**config.mk**
```make
export PLATFORM = sky130hd
export DESIGN_NAME = ltc2387_sequencer
export DESIGN_NICKNAME = d
export VERILOG_FILES = /design/src/rtl/ltc2387_pkg.sv /design/src/rtl/ltc2387_period_timer.sv /design/src/rtl/ltc2387_sequencer.sv
export SDC_FILE = /design/constraint.sdc
export NUM_CORES = 1
export LEC_CHECK = 0
export CAP_MARGIN = 20
export CORE_UTILIZATION = 40
export DETAILED_ROUTE_END_ITERATION = 10
export DONT_BUFFER_PORTS = 1
export MAX_ROUTING_LAYER = met4
export REMOVE_ABC_BUFFERS = 1
export SYNTH_ARGS = -nofsm -noshare
export SYNTH_HDL_FRONTEND = slang
export SYNTH_HIERARCHICAL = 1
export SYNTH_SLANG_ARGS = --single-unit
```
**constraint.sdc**
```tcl
create_clock -name clk -period 5.15 [get_ports clk]
set_clock_uncertainty 0.15 [all_clocks]
set_input_delay 0.7725 -clock clk [delete_from_list [all_inputs] [get_ports clk]]
set_output_delay 0.7725 -clock clk [all_outputs]
set_load 0.005 [all_outputs]
```
**src/rtl/ltc2387_pkg.sv**
```systemverilog
// Shared definitions for the LTC2387 conversion sequencer: FSM states and
// the lower clamps applied to runtime configuration words.
package ltc2387_pkg;

  typedef enum logic [2:0] {
    S_IDLE,
    S_CNV,
    S_CONV_WAIT,
    S_BURST,
    S_CAPTURE,
    S_WAIT_PERIOD
  } state_t;

  localparam int unsigned MIN_PERIOD   = 2;
  localparam int unsigned MIN_CNV_HIGH = 1;
  localparam int unsigned MIN_BURST    = 1;

  // A sample is in flight from CNV entry until CAPTURE resolves.
  function automatic logic is_busy(input state_t s);
    return s inside {S_CNV, S_CONV_WAIT, S_BURST, S_CAPTURE};
  endfunction

endpackage

```
**src/rtl/ltc2387_period_timer.sv**
```systemverilog
// Sample-period down-counter: reloads on reaching zero and flags the boundary
// cycle so the sequencer can start a conversion or log a missed slot.
module ltc2387_period_timer #(
  parameter int CNT_WIDTH = 16
) (
  input  logic                 clk,
  input  logic                 rst,
  input  logic                 run,
  input  logic                 load,
  input  logic [CNT_WIDTH-1:0] value,
  output logic                 boundary
);

  logic [CNT_WIDTH-1:0] count;

  // NOTE: state registers use non-blocking assignments so every flop samples
  // pre-edge values regardless of block evaluation order.
  always_ff @(posedge clk) begin
    if (rst) begin
      count <= '0;
    end else if (load) begin
      count <= value;
    end else if (run) begin
      count <= (count == '0) ? value : count - 1'b1;
    end
  end

  assign boundary = run && (count == '0);

endmodule

```
**src/rtl/ltc2387_sequencer.sv**
```systemverilog
// LTC2387 conversion sequencer: CNV pulse, conversion wait, gated DCO burst,
// capture supervision and sticky status for the register map.
module ltc2387_sequencer
  import ltc2387_pkg::*;
#(
  parameter int CNT_WIDTH = 16,
  parameter int TIMEOUT   = 15
) (
  input  logic                 clk,
  input  logic                 rst,
  input  logic                 enable,
  input  logic [CNT_WIDTH-1:0] period,
  input  logic [CNT_WIDTH-1:0] cnv_high,
  input  logic [CNT_WIDTH-1:0] conv_wait,
  input  logic [CNT_WIDTH-1:0] burst_len,
  input  logic                 clear_status,
  input  logic                 adc_valid,
  output logic                 cnv,
  output logic                 clk_gate_en,
  output logic                 capture_start,
  output logic                 sample_tick,
  output logic                 busy,
  output logic                 overrun,
  output logic                 timeout_err,
  output logic [CNT_WIDTH-1:0] missed_count
);

  typedef logic [CNT_WIDTH-1:0] cnt_t;
  localparam cnt_t TIMEOUT_LOAD = cnt_t'(TIMEOUT - 1);

  function automatic cnt_t clamp_min(input cnt_t v, input int unsigned lo);
    return (v < cnt_t'(lo)) ? cnt_t'(lo) : v;
  endfunction

  state_t state;
  cnt_t   phase_cnt;
  cnt_t   period_lat, conv_wait_lat, burst_lat;
  logic   enable_q;
  logic   boundary, start_seq, timeout_hit, overrun_hit;
  cnt_t   eff_period, eff_cnv_high, eff_burst, timer_value;

  assign eff_period   = clamp_min(period, MIN_PERIOD);
  assign eff_cnv_high = clamp_min(cnv_high, MIN_CNV_HIGH);
  assign eff_burst    = clamp_min(burst_len, MIN_BURST);

  // IDLE reacts to the registered enable so CNV rises two edges after the request.
  assign start_seq   = ((state == S_IDLE) && enable_q) ||
                       ((state == S_WAIT_PERIOD) && boundary && enable);
  assign timeout_hit = (state == S_CAPTURE) && !adc_valid && (phase_cnt == '0);
  assign overrun_hit = boundary && is_busy(state);
  assign timer_value = start_seq ? eff_period - 1'b1 : period_lat - 1'b1;

  ltc2387_period_timer #(.CNT_WIDTH(CNT_WIDTH)) u_period_timer (
    .clk      (clk),
    .rst      (rst),
    .run      (state != S_IDLE),
    .load     (start_seq),
    .value    (timer_value),
    .boundary (boundary)
  );

  always_ff @(posedge clk) begin
    if (rst) begin
      state         <= S_IDLE;
      phase_cnt     <= '0;
      period_lat    <= '0;
      conv_wait_lat <= '0;
      burst_lat     <= '0;
      enable_q      <= 1'b0;
      cnv           <= 1'b0;
      clk_gate_en   <= 1'b0;
      capture_start <= 1'b0;
      sample_tick   <= 1'b0;
      busy          <= 1'b0;
    end else begin
      enable_q      <= enable;
      capture_start <= 1'b0;
      sample_tick   <= 1'b0;
      if (start_seq) begin
        state         <= S_CNV;
        phase_cnt     <= eff_cnv_high - 1'b1;
        period_lat    <= eff_period;
        conv_wait_lat <= conv_wait;
        burst_lat     <= eff_burst;
        cnv           <= 1'b1;
        busy          <= 1'b1;
      end else begin
        case (state)
          S_CNV: begin
            if (phase_cnt != '0) begin
              phase_cnt <= phase_cnt - 1'b1;
            end else begin
              cnv <= 1'b0;
              if (conv_wait_lat == '0) begin
                state         <= S_BURST;
                phase_cnt     <= burst_lat - 1'b1;
                clk_gate_en   <= 1'b1;
                capture_start <= 1'b1;
              end else begin
                state     <= S_CONV_WAIT;
                phase_cnt <= conv_wait_lat - 1'b1;
              end
            end
          end
          S_CONV_WAIT: begin
            if (phase_cnt != '0) begin
              phase_cnt <= phase_cnt - 1'b1;
            end else begin
              state         <= S_BURST;
              phase_cnt     <= burst_lat - 1'b1;
              clk_gate_en   <= 1'b1;
              capture_start <= 1'b1;
            end
          end
          S_BURST: begin
            if (phase_cnt != '0) begin
              phase_cnt <= phase_cnt - 1'b1;
            end else begin
              state       <= S_CAPTURE;
              phase_cnt   <= TIMEOUT_LOAD;
              clk_gate_en <= 1'b0;
            end
          end
          S_CAPTURE: begin
            if (adc_valid) begin
              state       <= S_WAIT_PERIOD;
              sample_tick <= 1'b1;
              busy        <= 1'b0;
            end else if (timeout_hit) begin
              state <= S_WAIT_PERIOD;
              busy  <= 1'b0;
            end else begin
              phase_cnt <= phase_cnt - 1'b1;
            end
          end
          S_WAIT_PERIOD: begin
            if (boundary) state <= S_IDLE;
          end
          default: ;
        endcase
      end
    end
  end

  // Sticky status: a set event in the same cycle as clear_status wins.
  always_ff @(posedge clk) begin
    if (rst) begin
      overrun      <= 1'b0;
      timeout_err  <= 1'b0;
      missed_count <= '0;
    end else begin
      if (overrun_hit) begin
        overrun      <= 1'b1;
        missed_count <= clear_status ? cnt_t'(1) :
                        (&missed_count) ? missed_count : missed_count + 1'b1;
      end else if (clear_status) begin
        overrun      <= 1'b0;
        missed_count <= '0;
      end
      if (timeout_hit) begin
        timeout_err <= 1'b1;
      end else if (clear_status) begin
        timeout_err <= 1'b0;
      end
    end
  end

endmodule

```
# ---- After elaboration in Yosys (flattened, before gate mapping)
# Index checks and enable logic that the tools add are counted.
dict set report word_totals {
  wordCells 132
  in_bits 69
  ff_bits 107
  out_inout_bits 23
}
dict set report op_classes {
  eq_ne 20
  bitwise_logic 2
  magnitude_cmp 3
  add_sub_neg 8
  n_mux 47
  n_reduce_logical 36
}
# op n
set op_table {}
lappend op_table {{16-bit 2-to-1 mux} 18}
lappend op_table {{16-bit by 1-bit subtractor with 16-bit output (second input constant)} 7}
lappend op_table {{16-bit case mux with 4 select lines} 1}
lappend op_table {{16-bit zero test} 3}
lappend op_table {{16-bit by 1-bit less-than comparator with 1-bit output (second input constant)} 2}
lappend op_table {{3-bit != test (second input constant)} 7}
lappend op_table {{1-bit 2-to-1 mux} 19}
lappend op_table {{3-bit 2-to-1 mux} 6}
lappend op_table {{6-bit AND reduction} 3}
lappend op_table {{16-bit by 1-bit adder with 16-bit output (second input constant)} 1}
lappend op_table {{16-bit by 2-bit less-than comparator with 1-bit output (second input constant)} 1}
lappend op_table {{16-bit AND reduction} 1}
lappend op_table {{16-bit nonzero test} 1}
lappend op_table {{3-bit case mux with 5 select lines} 1}
lappend op_table {{2-bit != test (second input constant)} 6}
lappend op_table {{2-bit nonzero test} 5}
lappend op_table {{5-bit nonzero test} 2}
lappend op_table {{3-bit nonzero test} 3}
lappend op_table {{1-bit logical AND} 7}
lappend op_table {{3-bit by 2-bit equality test with 1-bit output (second input constant)} 2}
lappend op_table {{3-bit equality test (second input constant)} 2}
lappend op_table {{2-bit AND reduction} 3}
lappend op_table {{6-bit nonzero test} 1}
lappend op_table {{4-bit != test (second input constant)} 1}
lappend op_table {{12 further kinds} 13}

# ---- Depth between registers and ports, before layout
dict set report depth {
  word_depth 9
  ltp_mapped 20
  mapped_depth_nobuf 18
}

# ---- Hierarchy
# Netlist, hierarchy kept.
# module cells_each area_per_inst_um2 n_inst seq_area_each_um2
set modules_own_cells {}
lappend modules_own_cells {ltc2387_sequencer 758 5968.2 1 1821.7}
lappend modules_own_cells {ltc2387_period_timer 141 1181.1 1 320.3}

# ---- Worst setup path before layout
# Ideal clock, no wire load.
dict set report synth_path {
  path_kind {flip-flop to flip-flop}
  from {register u_period_timer.count[0]}
  to {register u_period_timer.count[8]}
  path_stages_with_launch 20
  t_arrival_ns 3.859
  setup_slack_ns 1.066
  period_less_slack_ns 4.084
  required_time_ns 4.924
  setup_time_ns 0.076
  path_buffers 3
  cell_sequence {dfxtp_1 > inv_1 > ha_1 > or4b_4 > nor4_4 > and2_1 > nand4_1 > a21o_1 > buf_2 > inv_2 > buf_2 > clkbuf_1 > o21ai_0 > ha_1 > nor2b_1 > nand3b_1 > xor2_1 > nand2_1 > mux2_4 > o22ai_1}
}
dict set report synth_via {
  elab_chain_len 9
  elab_cells_between_ends 11
  cone_classes {add/sub: 1; mux: 4; reduce/logical: 6}
}
# element line_no
set synth_lines {}
lappend synth_lines {{start, declared} ltc2387_period_timer.sv:14} ;# logic [CNT_WIDTH-1:0] count;
lappend synth_lines {{start signal, assigned} ltc2387_period_timer.sv:22} ;# count <= value;
lappend synth_lines {{start signal, assigned} ltc2387_period_timer.sv:24} ;# count <= (count == '0) ? value : count - 1'b1;
lappend synth_lines {{16-bit zero test (*)} ltc2387_period_timer.sv:28} ;# assign boundary = run && (count == '0);
lappend synth_lines {{1-bit logical AND (*)} ltc2387_period_timer.sv:28}
lappend synth_lines {{net boundary} ltc2387_sequencer.sv:39} ;# logic boundary, start_seq, timeout_hit, overrun_hit;
lappend synth_lines {{1-bit logical AND (*) (2 in series)} ltc2387_sequencer.sv:48} ;# ((state == S_WAIT_PERIOD) && boundary && enable);
lappend synth_lines {{1-bit logical OR (*)} ltc2387_sequencer.sv:47} ;# assign start_seq = ((state == S_IDLE) && enable_q) ||
lappend synth_lines {{16-bit 2-to-1 mux (*)} ltc2387_sequencer.sv:51} ;# assign timer_value = start_seq ? eff_period - 1'b1 : period_lat - 1'b1;
lappend synth_lines {{net timer_value[8]} ltc2387_sequencer.sv:40} ;# cnt_t eff_period, eff_cnv_high, eff_burst, timer_value;
lappend synth_lines {{16-bit 2-to-1 mux} ltc2387_period_timer.sv:24}
lappend synth_lines {{16-bit 2-to-1 mux} ltc2387_period_timer.sv:23} ;# end else if (run) begin
lappend synth_lines {{16-bit 2-to-1 mux (*)} ltc2387_period_timer.sv:21} ;# end else if (load) begin
# The timed path passes the listed nets; every way through them passes the cells marked *. The select of a mux whose other input is x is not followed.
# A chain may end at the register's enable or synchronous reset.

# ---- Final worst setup path
# Ends and elaborated chain as after synthesis.

==> parameters.txt <==
Parameter                              Value

Outcome
  Outcome ... finished, final reports clean

Final layout
  Final Util ... 0.436
  Highest-count cells in the layout ignoring fill and taps ... nand2_1, dfxtp_1, nor2_1, a21oi_1, xor2_1
  Final-stage net count ... 951
  Finished layout cell area ... 7570 µm²
  Fraction of layout cells with a size suffix above 1 ... 0.0721
  Antenna diode instance count ... 0
  Layout overhead on the synthesized area ... 5.90%
  Most common library cell in the layout ignoring fill and taps ... nand2_1

Route
  Remaining routing DRC violations ... 0
  Routed Antenna Nets ... 0
  Total iterations of the first detailed-routing run ... 5
  Routed vias/inst ... 5.97
  Total Wirelength ... 19800 µm
  Vias after detailed routing ... 6559
  Drt first-iter violations ... 522
  Average wire length per cell after detail routing ... 18.0 µm

CTS
  CTS max path bufs ... 2
  Number of sinks handled by clock tree synthesis ... 107
  Cells resized by post-CTS repair ... 0
  Clock tree from TritonCTS ... yes
  Number of post-CTS setup repair buffers ... 0
  Maximum level of the CTS H-tree ... 3
  Clock insertion delay at the later pin of the skew report ... 0.36 ns
  Number of buffers inserted during clock tree synthesis ... 9
  Cts-stage hold buffer count ... 0
  CTS root buffer ... clkbuf_16
  Register clock-pin slew on the reported worst setup and hold paths ... 0.07 ns

Worst setup path
  Number of cells on the critical path ... 17
  Crit path max fanout ... 44
  Chain of cells forming the critical path ... inv_1, ha_1, or4b_4, nor4_4, and2_1, nand4_1, a21o_1, buf_4, or3_1, o21ai_0, ha_1, nor2b_1, nand3b_1, xor2_1, nand2_1, mux2_4, o22ai_1
  Buffers plus inverters on the worst setup path ... 2
  Startpoint of the most critical register-to-register path ... u_period_timer/count[0]
  Endpoint of the worst-slack reg-to-reg timing path ... u_period_timer/count[8]
  Worst r2r path cells ... 17
  CP Class ... flip-flop to flip-flop
  Most used cell along the critical path ... ha_1
  Slowest cell on crit path ... or4b_4
  Critical Path RT ... 5.29 ns
  Register-to-register setup slack ... 0.77 ns
  Longest individual stage delay on the worst path ... 0.48 ns
  Crit path capture type ... flip-flop
  Kind of start point of the critical path ... flip-flop
  Critical Path AT ... 4.51 ns
  Gate family responsible for the most delay along the worst path ... simple AND/OR/NAND/NOR gates

Timing
  Endpoints failing hold ... 0
  Setup_tns ... 0 ns
  RSZ-0062 raised after global routing ... no
  Final Setup Violations ... 0
  Pins Over Slew Limit ... 0
  Post-route clock period utilization ... 0.850
  Final period demand of the worst path ... 4.38 ns
  Remaining max-slew budget at the tightest pin ... 0.322
  WHS ... 0.337 ns
  Fmax ... 0.229 GHz
  Tightest Pin Transition ... 1.01 ns

GRT
  Overflow left after global routing ... 0
  Total routing resource utilization after global routing ... 0.228
  Maximum number of pins on one net before global-route repair ... 74
  Vias in the first global route ... 6232
  Antenna violations before repair ... 0
  Wire length of the first global-routing pass ... 32400 µm

Synthesis
  Mapped Cells ... 899
  Synthesized flop and latch total ... 107
  Synth cell types ... 89
  Async SR Flop Fraction ... 0
  Total of warnings raised by yosys ... 6
  Proportion of netlist area held by the largest area contributor ... 0.300
  Netlist area before placement ... 7150 µm²
  Post-synth EDFFs ... 0
  Most used DFF post-synth ... dfxtp_1
  Avg Cell Area, Syn ... 7.95 µm²
  Synth top area cells ... dfxtp_1, nand2_1, xor2_1
  Sequential element share of the synthesized area ... 0.300
  Cell type contributing the most total cell area after synthesis ... dfxtp_1

Hold path
  Worst-case hold path end point ... conv_wait_lat[14]
  Worst hold path startpoint ... conv_wait_lat[14]
  Class of the tightest hold or removal check ... flip-flop to flip-flop
  Hold Path Depth ... 2

Place
  DP Wirelength ... 14400 µm
  Placement Cell Area ... 7230 µm²
  Number of buffer cells added on primary ports ... 0
  Last weighted congestion value of the routability-driven placer ... 0.919

Power and ir drop
  Post-layout total power ... 4.38 mW
  Total power per unit cell area ... 579 nW/µm²
  Worst VDD drop ... 0.250 mV
  Total leakage power ... 2.64 nW

Floorplanning
  CORE AREA ... 17400 µm²
  Full die area ... 18400 µm²
  Die height ... 136 µm
  Standard-cell row count ... 48
  Initial standard-cell utilization of the core ... 0.412
  Die boundary width ... 136 µm
  Num ports ... 92

Run
  Maximum Capacitance Violations ... 0
[cells in the mapped netlist (all sizes together), types with 13 or more instances]
library cell / instances
xor2: 42
mux2i: 24
dfxtp: 107
nor3: 28
a21oi: 68
inv: 20
nand2: 114
xnor2: 29
nor2: 87
buf: 21
nor4: 31
nand3: 21
clkbuf: 28
or3: 13
o21ai: 37
[kinds of logic after synthesis]
family	Yosys count	share of synthesized area
DFF	107	0.300
muxes	26	0.0373
AOI/OAI and AO/OA	219	0.210
adders and majority gates	12	0.0210
xor gates and xnor gates	71	0.0870
and+or+nand+nor	393	0.296
buffers and inverters	71	0.0495
[sequential cells by signal (all words and copies together), names as in the netlist]
signal / cells
state: 3
sample_tick: 1
u_period_timer/count: 16
timeout_err: 1
phase_cnt: 16
busy: 1
burst_lat: 16
clk_gate_en: 1
cnv: 1
conv_wait_lat: 16
missed_count: 16
enable_q: 1
capture_start: 1
overrun: 1
period_lat: 16
[routing by layer]
layer / track usage / vias to the layer above / routed length, µm
met5: - / - / 0
met4: 0.0512 / 0 / 213
met3: 0.0587 / 12 / 1300
met2: 0.345 / 186 / 8750
met1: 0.303 / 3115 / 9530
li1: - / 3246 / -
[layout make-up]
cell class                 instances  area (µm²)
clock inverter                     5         103
sequential                       107        2140
multi-input combinational        721        4650
clock buffer                      10         229
fill                            1793        9790
timing repair buffer               9        80.1
tap                              225         282
inverter                          22        82.6
[where the power goes]
part | switching [mW] | internal (mW) | total, mW
sequential | 0.240 | 0.988 | 1.23
clock | 0.324 | 0.473 | 0.796
combinational | 1.40 | 0.962 | 2.36
total | 1.96 | 2.42 | 4.38
[per-stage QoR]
stage	setup slack, ns	cells
CTS	0.788	1098
detailed placement	0.822	1083
global placement	0.902	1083
global route	0.288	1099
floorplan	0.247	850
finish	0.774	1099
[how the worst max path moves through the flow]
stage | start | to
floorplan | u_period_timer/count[0] | u_period_timer/count[9]
global placement | u_period_timer/count[0] | u_period_timer/count[8]
detailed placement | u_period_timer/count[0] | u_period_timer/count[8]
CTS | u_period_timer/count[0] | u_period_timer/count[8]
global route | u_period_timer/count[0] | u_period_timer/count[8]
finish | u_period_timer/count[0] | u_period_timer/count[8]
[tightest hold or removal path, stage by stage, from the launching register on]
cell	delay, ns
dfxtp_1	0.33
nand2_1	0.06
a21oi_1	0.05
No activity file was read; power rests on OpenSTA's default activity.
